<file path="src/rtl/fetch_wait_stage_pkg.sv">
// Shared types for the IF_wait stage: exception codes, slot state encoding and queue entry layout.
// The optional IF_WAIT_PERFCNT_EN build adds a wait-for-data cycle counter to fetch_wait_stage.
package fetch_wait_stage_pkg;

    localparam logic [4:0] EXC_INT  = 5'd0;
    localparam logic [4:0] EXC_MOD  = 5'd1;
    localparam logic [4:0] EXC_TLBL = 5'd2;
    localparam logic [4:0] EXC_TLBS = 5'd3;
    localparam logic [4:0] EXC_ADEL = 5'd4;
    localparam logic [4:0] EXC_ADES = 5'd5;
    localparam logic [4:0] EXC_SYS  = 5'd8;
    localparam logic [4:0] EXC_BP   = 5'd9;
    localparam logic [4:0] EXC_RI   = 5'd10;
    localparam logic [4:0] EXC_OV   = 5'd12;

    typedef enum logic [1:0] {
        IFW_IDLE = 2'd0,
        IFW_WAIT = 2'd1,
        IFW_DROP = 2'd2,
        IFW_HOLD = 2'd3
    } ifw_state_e;

    typedef struct packed {
        logic [31:0] pc;
        logic [31:0] inst;
        logic        exc;
        logic        exc_miss;
        logic [4:0]  exccode;
    } ifw_entry_t;

    localparam int IFW_ENTRY_W = $bits(ifw_entry_t);

    function automatic ifw_entry_t ifw_entry(input logic [31:0] pc, input logic [31:0] inst,
                                             input logic exc, input logic exc_miss,
                                             input logic [4:0] exccode);
        ifw_entry_t e;
        e.pc       = pc;
        e.inst     = inst;
        e.exc      = exc;
        e.exc_miss = exc_miss;
        e.exccode  = exccode;
        return e;
    endfunction

endpackage

</file>
<file path="src/rtl/fetch_wait_queue.sv">
// Synchronous show-ahead FIFO of completed fetch entries, with flush and a full flag that
// already accounts for a dequeue happening in the same cycle.
module fetch_wait_queue
    import fetch_wait_stage_pkg::*;
#(
    parameter int QDEPTH = 2,
    parameter int QPTR_W = 1
) (
    input  logic                   clk,
    input  logic                   resetn,
    input  logic                   flush_i,
    input  logic                   enq_i,
    input  logic [IFW_ENTRY_W-1:0] enq_data_i,
    input  logic                   deq_i,
    output logic                   full_o,
    output logic                   empty_o,
    output logic [IFW_ENTRY_W-1:0] head_o
);

    localparam logic [QPTR_W:0] DEPTH_C = (QPTR_W + 1)'(QDEPTH);

    logic [QPTR_W-1:0]    wr_ptr_q, wr_ptr_d;
    logic [QPTR_W-1:0]    rd_ptr_q, rd_ptr_d;
    logic [QPTR_W:0]      count_q, count_d;
    logic [QPTR_W:0]      count_post;
    logic                 deq_eff;
    logic                 enq_eff;
    logic [IFW_ENTRY_W-1:0] mem_q [QDEPTH];

    always_comb begin
        empty_o    = (count_q == '0);
        deq_eff    = deq_i && !empty_o && !flush_i;
        count_post = count_q - (QPTR_W + 1)'(deq_eff);
        full_o     = (count_post == DEPTH_C);
        enq_eff    = enq_i && !full_o && !flush_i;
        head_o     = empty_o ? '0 : mem_q[rd_ptr_q];

        wr_ptr_d = wr_ptr_q + QPTR_W'(enq_eff);
        rd_ptr_d = rd_ptr_q + QPTR_W'(deq_eff);
        count_d  = count_post + (QPTR_W + 1)'(enq_eff);
        if (flush_i) begin
            wr_ptr_d = '0;
            rd_ptr_d = '0;
            count_d  = '0;
        end
    end

    always_ff @(posedge clk or negedge resetn) begin
        if (!resetn) begin
            wr_ptr_q <= '0;
            rd_ptr_q <= '0;
            count_q  <= '0;
        end else begin
            wr_ptr_q <= wr_ptr_d;
            rd_ptr_q <= rd_ptr_d;
            count_q  <= count_d;
        end
    end

    // Storage needs no reset: head_o is forced to zero whenever the count is zero.
    always_ff @(posedge clk) begin
        if (enq_eff) begin
            mem_q[wr_ptr_q] <= enq_data_i;
        end
    end

endmodule

</file>
<file path="src/rtl/fetch_wait_stage.sv">
// IF_wait stage: tracks one outstanding fetch, drops flushed responses, queues results for ID.
// Define IF_WAIT_PERFCNT_EN to add the perfcnt_fetch_waitdata cycle counter output.
module fetch_wait_stage
    import fetch_wait_stage_pkg::*;
#(
    parameter int QDEPTH = 2,
    parameter int QPTR_W = 1
) (
    input  logic        clk,
    input  logic        resetn,
    input  logic        valid_i,
    input  logic [31:0] pc_i,
    input  logic        cancelled_i,
    input  logic        exc_i,
    input  logic        exc_miss_i,
    input  logic [4:0]  exccode_i,
    output logic        ready_o,
    input  logic        inst_data_ok,
    input  logic [31:0] inst_rdata,
    input  logic        commit_i,
    output logic        valid_o,
    output logic [31:0] pc_o,
    output logic [31:0] inst_o,
    output logic        exc_o,
    output logic        exc_miss_o,
    output logic [4:0]  exccode_o,
    input  logic        ready_i,
    output logic [1:0]  dbg_state_o
`ifdef IF_WAIT_PERFCNT_EN
    ,
    output logic [31:0] perfcnt_fetch_waitdata
`endif
);

    // Handshakes: an entry moves on a cycle where valid and ready are both high at the clock
    // edge; valid never waits on ready, and ready_o may depend on same-cycle inst_data_ok.

    ifw_state_e state_q, state_d;
    ifw_entry_t hold_q, hold_d;
    ifw_entry_t enq_data;
    ifw_entry_t head;
    logic       enq;
    logic       accept;
    logic       q_full;
    logic       q_empty;

    fetch_wait_queue #(
        .QDEPTH (QDEPTH),
        .QPTR_W (QPTR_W)
    ) u_queue (
        .clk        (clk),
        .resetn     (resetn),
        .flush_i    (commit_i),
        .enq_i      (enq),
        .enq_data_i (enq_data),
        .deq_i      (ready_i),
        .full_o     (q_full),
        .empty_o    (q_empty),
        .head_o     (head)
    );

    always_comb begin
        state_d  = state_q;
        hold_d   = hold_q;
        enq      = 1'b0;
        enq_data = hold_q;
        ready_o  = 1'b0;

        case (state_q)
            IFW_IDLE: ready_o = 1'b1;
            IFW_WAIT: begin
                ready_o = inst_data_ok && !q_full;
                if (inst_data_ok && !commit_i) begin
                    if (!q_full) begin
                        enq      = 1'b1;
                        enq_data = ifw_entry(hold_q.pc, inst_rdata, 1'b0, 1'b0, 5'd0);
                        state_d  = IFW_IDLE;
                    end else begin
                        hold_d.inst = inst_rdata;
                        state_d     = IFW_HOLD;
                    end
                end else if (commit_i) begin
                    state_d = inst_data_ok ? IFW_IDLE : IFW_DROP;
                end
            end
            IFW_DROP: begin
                ready_o = inst_data_ok;
                if (inst_data_ok) begin
                    state_d = IFW_IDLE;
                end
            end
            IFW_HOLD: begin
                if (commit_i) begin
                    state_d = IFW_IDLE;
                end else if (!q_full) begin
                    enq     = 1'b1;
                    state_d = IFW_IDLE;
                end
            end
            default: state_d = IFW_IDLE;
        endcase

        // A newly accepted entry always starts from IDLE, even when the slot frees this cycle.
        accept = valid_i && ready_o;
        if (accept) begin
            if (exc_i) begin
                if (!cancelled_i && !commit_i) begin
                    hold_d  = ifw_entry(pc_i, 32'd0, 1'b1, exc_miss_i, exccode_i);
                    state_d = IFW_HOLD;
                end else begin
                    state_d = IFW_IDLE;
                end
            end else begin
                hold_d  = ifw_entry(pc_i, 32'd0, 1'b0, 1'b0, 5'd0);
                state_d = (cancelled_i || commit_i) ? IFW_DROP : IFW_WAIT;
            end
        end
    end

    always_ff @(posedge clk or negedge resetn) begin
        if (!resetn) begin
            state_q <= IFW_IDLE;
            hold_q  <= '0;
        end else begin
            state_q <= state_d;
            hold_q  <= hold_d;
        end
    end

    assign valid_o     = !q_empty;
    assign pc_o        = head.pc;
    assign inst_o      = head.inst;
    assign exc_o       = head.exc;
    assign exc_miss_o  = head.exc_miss;
    assign exccode_o   = head.exccode;
    assign dbg_state_o = state_q;

`ifdef IF_WAIT_PERFCNT_EN
    logic [31:0] perf_q, perf_d;

    always_comb begin
        perf_d = perf_q + 32'((state_q == IFW_WAIT) && !inst_data_ok);
    end

    always_ff @(posedge clk or negedge resetn) begin
        if (!resetn) begin
            perf_q <= '0;
        end else begin
            perf_q <= perf_d;
        end
    end

    assign perfcnt_fetch_waitdata = perf_q;
`endif

endmodule
</file>
<file path="config.mk">
export PLATFORM = sky130hd
export DESIGN_NAME = fetch_wait_stage
export DESIGN_NICKNAME = d
export VERILOG_FILES = /design/src/rtl/fetch_wait_stage_pkg.sv /design/src/rtl/fetch_wait_queue.sv /design/src/rtl/fetch_wait_stage.sv
export SDC_FILE = /design/constraint.sdc
export NUM_CORES = 1
export LEC_CHECK = 0
export ABC_AREA = 0
export BUFFER_PORTS_ARGS = -buffer_cell sky130_fd_sc_hd__buf_2
export CAP_MARGIN = 20
export CORE_UTILIZATION = 40
export CTS_BUF_LIST = sky130_fd_sc_hd__clkbuf_8 sky130_fd_sc_hd__clkbuf_16
export DETAILED_ROUTE_END_ITERATION = 7
export PLACE_DENSITY = 0.6
export RECOVER_POWER = 50
export SLEW_MARGIN = 20
export SYNTH_ARGS = -nofsm -noshare
export SYNTH_HDL_FRONTEND = slang
export SYNTH_SLANG_ARGS = --single-unit
</file>
<file path="constraint.sdc">
create_clock -name clk -period 8.4 [get_ports clk]
set_clock_uncertainty 0.15 [all_clocks]
set_input_delay 1.68 -clock clk [delete_from_list [all_inputs] [get_ports clk]]
set_output_delay 1.68 -clock clk [all_outputs]
set_load 0.02 [all_outputs]
</file>
==> metrics.md, run 1 <==
| Metric | Value |
|---|---|
| RSZ-0062 raised after global routing | no |
| Final setup violation count | 0 |
| Critical Path Start Type | input port |
| Initial Util | 0.407 |
| Die width | 153 um |
| Fmax | 180 MHz |
| Sequential share of the synthesized area | 0.675 |
| Synthesized netlist net count | 774 |
| Area delta synth->final | 19.4% |
| Global-route wire length before repair | 28800 um |
| Crit-path cells | clkbuf_1 > clkbuf_1 |
| IR drop worst, VDD | roughly 0.14 mV |
| Critical path buffers and inverters | 2 |
| Worst-margin pin slew | 2.80 ns |
| Setup bufs post-CTS | 0 |
| Die H | 153 um |
| H-tree depth | 1 |
| Via/cell ratio | 4.70 |
| Final slew viol count | about 190 |
| TritonCTS Buffers | 23 |
| Clk sinks | between 200 and 250 |
| Antenna violations before repair | 0 |
| Setup CP Type | input port to asynchronous set/reset pin |
| Pre-CTS WS | 3.66 ns |
| Clock Pin Slew Worst Setup and Hold Paths | 0.06 ns |
| Leakage power | 0.00480 uW |
| DIE AREA | between 20000 and 25000 um2 |
| Initial drt markers | roughly 240 |
| Slew HR | -0.868 |
| RR Endpoint | hold_q[1] |
| Failing checks | max-capacitance violations, max-slew violations |
| Slowest-stage cell, CP | clkbuf_1 |
| Yosys reg bits | around 220 |
| Hold_buf cts | 0 |
| # diodes | 0 |
| Crit path depth | 2 |
| Grt total ovfl | 0 |
| WHS Path Cells | 0 |
| Buffers added on ports | 152 |
| Root Buffer | clkbuf_16 |
| Syn Std Cell Area | 9180 um2 |
| Vias in the first global route | 5324 |
| DRT antenna net count | 0 |
| GRT Util Overall | 0.157 |
| Met2 WL post-DR | 8620 um |
| Critical Path End Type | asynchronous set/reset pin |
| CP max FO | 41 |
| DP HPWL | 10800 um |
| Cell Pwr Density | 229 nW/um2 |
| Fin crit period | about 5.6 ns |
| GPL Wtd Cong | 0.717 |
| First drt pass iteration count | 4 |
| Critical path arrival | a little over 5 ns |
| Setup TNS | 0 ns |
| Met3 wire length | around 900 um |
| Most common cell after layout, fill and taps aside | buf_2 |
| HP Class | register to register |
| Clock latency on the worst-skew pair | about 0.50 ns |
| Max-Cap Viols | 5 |
| Worst setup margin | approximately 2.8 ns |
| Worst min-delay path startpoint | hold_q[69] |
| Layout cells sized above 1 | 0.270 |
| Fin crit share | 0.662 |
| CTS max path bufs | 3 |
| Status | finished, violations left |
| Core Area | 22600 um2 |
| Hold Path Sink | u_queue.mem_q[1][69] |
| Kind of cell adding the most delay to the critical path | buffers and inverters |
| Worst reg2reg setup slack | 4.05 ns |
| Fin nets | 923 |
| Most frequent cells in the layout | 148 x buf_2, 142 x edfxtp_1, 103 x mux2i_1 |
| Crit-path max cell delay | 1.86 ns |
| R2R cell count | 10 |
| Routed wire length | 18200 um |
| Number of remaining DRC errors | 0 |
| Synth Warn # | 0 |
| Top cell by count, worst path | clkbuf_1 |
| Final hold violations | 0 |
| CTS tree | built |
| Highest routed layer | met4 |
| Row cnt | 55 |
| IO Pins | about 150 |
| Met1 WL | between 8000 and 9000 um |
| CP required | 7.97 ns |
| Post-Syn Area per Cell | 13.3 um2 |
| Pin count of the biggest net entering global routing | 72 |
| Post-synth cell types | 30 |
| Cell count after synthesis | 689 |
| Routed vias | 5356 |
| Launching point of the worst reg2reg path | u_queue.count_q[1] |
| Post_cts resized | 0 |
| Drt wl/cell | 16.0 um |
[where the power goes]
part           internal (uW)  switching [uW]  total, uW
clock network            616             392       1010
registers               1220            37.6       1260
logic                   95.2             149        244
[through the flow]
step                      total power [uW]  cell area [um2]  instances  hold slack (ns)   util
after global routing                  2620            11000       1139            0.335  0.485
final                                 2510            11000       1139            0.316  0.485
after floorplan                       1440             9180        689            0.292      -
after CTS                             2540            11000       1137            0.318  0.486
after global placement                1530            10200       1096            0.298  0.452
after detailed placement              1530            10200       1096            0.304  0.452
[synthesized netlist by cell type (all sizes together)]
cell type	number	share of area
a21oi	32	0.017
a31o	1	0.00095
a31oi	1	0.00068
and2	8	0.0055
and3	7	0.0048
buf	22	0.015
clkbuf	16	0.0065
dfrtp	77	0.21
edfxtp	142	0.46
ha	7	0.0095
inv	38	0.016
mux2	39	0.049
mux2i	103	0.11
nand2	99	0.040
nand2b	1	0.0015
nand3b	1	0.00082
nor2	80	0.033
nor2b	2	0.0014
nor3	2	0.0011
o211ai	1	0.00082
o21ai	2	0.0011
o22ai	1	0.0022
or2b	1	0.00082
or3	3	0.0026
xnor2	1	0.00095
xor2	2	0.0019
[flip-flops by register name, indices dropped and copies added (netlist names)]
register          flops
dbg_state_o           2
hold_q               71
u_queue.count_q       2
u_queue.mem_q       142
u_queue.rd_ptr_q      1
u_queue.wr_ptr_q      1
[metal layers]
layer  vias to the layer above  track usage
met3                        22       0.0332
met2                       131        0.264
li1                       2679            -
met5                         -            0
met1                      2524        0.207
met4                         0       0.0376
[how the worst max path moves through the flow]
stage | start | endpoint | slack, ns
floorplan | commit_i | u_queue.mem_q[1][0] | 3.38
global placement | commit_i | ready_o | 3.68
detailed placement | commit_i | ready_o | 3.66
CTS | commit_i | ready_o | 3.66
global route | resetn | u_queue.rd_ptr_q | 1.83
finish | resetn | u_queue.rd_ptr_q | 2.84
[cell type report]
cell class / count / area (um2)
clock buffer: 26 / 617
clock inverter: 15 / 148
fill: 2002 / 11600
inverter: 38 / 143
multi-input combinational: 394 / 2650
sequential: 219 / 6190
tap: 285 / 357
timing repair buffer: 162 / 845
[cells by family after synthesis]
family / synth area share
XOR/XNOR: 0.00286
AND/OR/NAND/NOR: 0.0916
AO/OA/AOI/OAI: 0.0232
adder cells (fa/ha/maj): 0.00954
flip-flops: 0.675
buffers and inverters: 0.0368
multiplexers: 0.161
(Power assumes the default switching activity.)
==> run 2, diff against run 1 <==
==> constraint.sdc (replaced) <==
create_clock -name clk -period 5.29 [get_ports clk]
set_clock_uncertainty 0.15 [all_clocks]
set_input_delay 1.058 -clock clk [delete_from_list [all_inputs] [get_ports clk]]
set_output_delay 1.058 -clock clk [all_outputs]
set_load 0.02 [all_outputs]
==> metrics.md, run 2 (same netlist as run 1, synthesis figures left out) <==
| Metric | Value |
|---|---|
| Buffers added on ports | roughly 150 |
| Final slew viol count | ~110 |
| Number of remaining DRC errors | 0 |
| HP Class | register to register |
| Most frequent cells in the layout | 147 x buf_2, 142 x edfxtp_1, 103 x mux2i_1 |
| Status | finished, violations left |
| Clk sinks | 219 |
| Cell Pwr Density | 360 nW/um2 |
| Worst min-delay path startpoint | hold_q[59] |
| Final hold violations | 0 |
| Leakage power | 0.00480 uW |
| # diodes | 0 |
| Routed wire length | 18500 um |
| Part of the power in the clock network | 0.391 |
| Die width | 153 um |
| Routed vias | 5429 |
| H-tree depth | 1 |
| Layout fillers | 2075 |
| Post-DP Area | 10200 um2 |
| Critical Path End Type | register |
| Fin crit share | 0.721 |
| First drt pass iteration count | 5 |
| Hold_buf cts | 0 |
| Area delta synth->final | 19.0% |
| Fin crit period | between 3 and 4 ns |
| RR Endpoint | u_queue.mem_q[0][34] |
| TritonCTS Buffers | 23 |
| WHS Path Cells | 0 |
| Fmax | 262 MHz |
| Hold WS | 0.310 ns |
| Worst-margin pin slew | 2.09 ns |
| Critical Path Start Type | input port |
| Flop pwr share | 0.513 |
| Antenna violations before repair | 0 |
| CTS tree | built |
| Fin area | around 11000 um2 |
| Layout cells sized above 1 | 0.273 |
| Grt total ovfl | 0 |
| IR drop worst, VDD | 0.204 mV |
| Launching point of the worst reg2reg path | u_queue.count_q[1] |
| Drt wl/cell | 16.2 um |
| Max-Cap Viols | 3 |
| CP required | between 5 and 6 ns |
| Failing checks | max-capacitance violations, max-slew violations |
| Gate power share | 0.096 |
| Fin nets | 925 |
| Row cnt | 55 |
| Global-route wire length before repair | 29800 um |
| DIE AREA | 23600 um2 |
| Switching Power | just over 900 uW |
| GPL Wtd Cong | 0.696 |
| Initial Util | 0.407 |
| Largest regs | u_queue.mem_q (142), hold_q (71) |
| Setup TNS | 0 ns |
| DP HPWL | 11600 um |
| Initial drt markers | 262 |
| Clock latency on the worst-skew pair | 0.50 ns |
| Critical path arrival | 3.89 ns |
| Core Area | between 20000 and 25000 um2 |
| RSZ-0062 raised after global routing | no |
| Post_cts resized | 0 |
| Via/cell ratio | 4.76 |
| Max reg flops | about 140 |
| Vias in the first global route | 5497 |
| Clock Pin Slew Worst Setup and Hold Paths | ~0.060 ns |
| Most common cell after layout, fill and taps aside | buf_2 |
| Worst reg2reg setup slack | 1.73 ns |
| Reg with most FFs | u_queue.mem_q |
| Internal power | between 3000 and 4000 uW |
| Pin count of the biggest net entering global routing | 72 |
| Setup bufs post-CTS | 0 |
| Switching Share | 0.233 |
| CP max FO | 39 |
| Die H | 153 um |
| Final setup violation count | 0 |
| GRT Util Overall | 0.162 |
| Hold Path Sink | u_queue.mem_q[1][59] |
| Setup CP Type | input port to register |
| R2R cell count | 8 |
| CTS max path bufs | 3 |
| IO Pins | 153 |
| Root Buffer | clkbuf_16 |
| Slew HR | -0.392 |
| DRT antenna net count | 0 |
==> run 2: changes by cell type in the layout (fill, tap and decap cells not counted), sizes merged <==
cell and delta:
bufinv -1, inv +2, buf +1, clkinv -2
clkbuf +1
==> run 2: worst max-delay path by stage <==
stage                          start              endpoint  slack [ns]
detailed placement          commit_i  u_queue.mem_q[0][19]        1.29
global route                commit_i            hold_q[35]        1.18
CTS                 u_queue.rd_ptr_q            inst_o[19]        1.37
global placement            commit_i  u_queue.mem_q[0][19]        1.38
finish                      commit_i  u_queue.mem_q[0][34]        1.47
floorplan                   commit_i   u_queue.mem_q[1][0]        0.89
==> run 2: routing by layer <==
metal / GRT usage / wire length, um / up-vias
li1: - / - / 2676
met1: 0.217 / 8380 / 2601
met2: 0.274 / 8830 / 127
met3: 0.0289 / 951 / 25
met4: 0.0390 / 312 / 0
met5: 0 / 0 / -
==> run 2: metrics by stage <==
stage	instances	setup slack [ns]	power, uW	utilization
final	1140	1.47	3930	0.484
after global routing	1140	1.18	4090	0.484
after CTS	1140	1.37	3980	0.486
after detailed placement	1100	1.29	2440	0.454
after floorplan	689	0.891	2280	-
after global placement	1100	1.38	2430	0.454
==> run 2: layout make-up <==
class	count	area, um2	share of cell area
clock inverters	14	110	0.0101
multi-input cells	394	2660	0.244
repair buffers	164	836	0.0765
inverters	38	143	0.0131
flip-flops and latches	219	6190	0.567
well taps	285	357	0.0327
clock buffers	26	617	0.0565
==> run 2: worst max-delay path, stage by stage <==
cell and delay (ns):
clkbuf_1 0.33, nor2_1 0.10, ha_1 0.32, and2_0 0.24, or3_1 1.36, mux2_2 0.46
==> run 2: power groups by stage <==
stage                     clock network (uW)  registers, uW  logic, uW
final                                   1540           2010        377
after global routing                    1650           2030        423
after CTS                               1580           2010        392
after detailed placement                   0           2050        390
after global placement                     0           2040        387
after floorplan                            0           2010        268
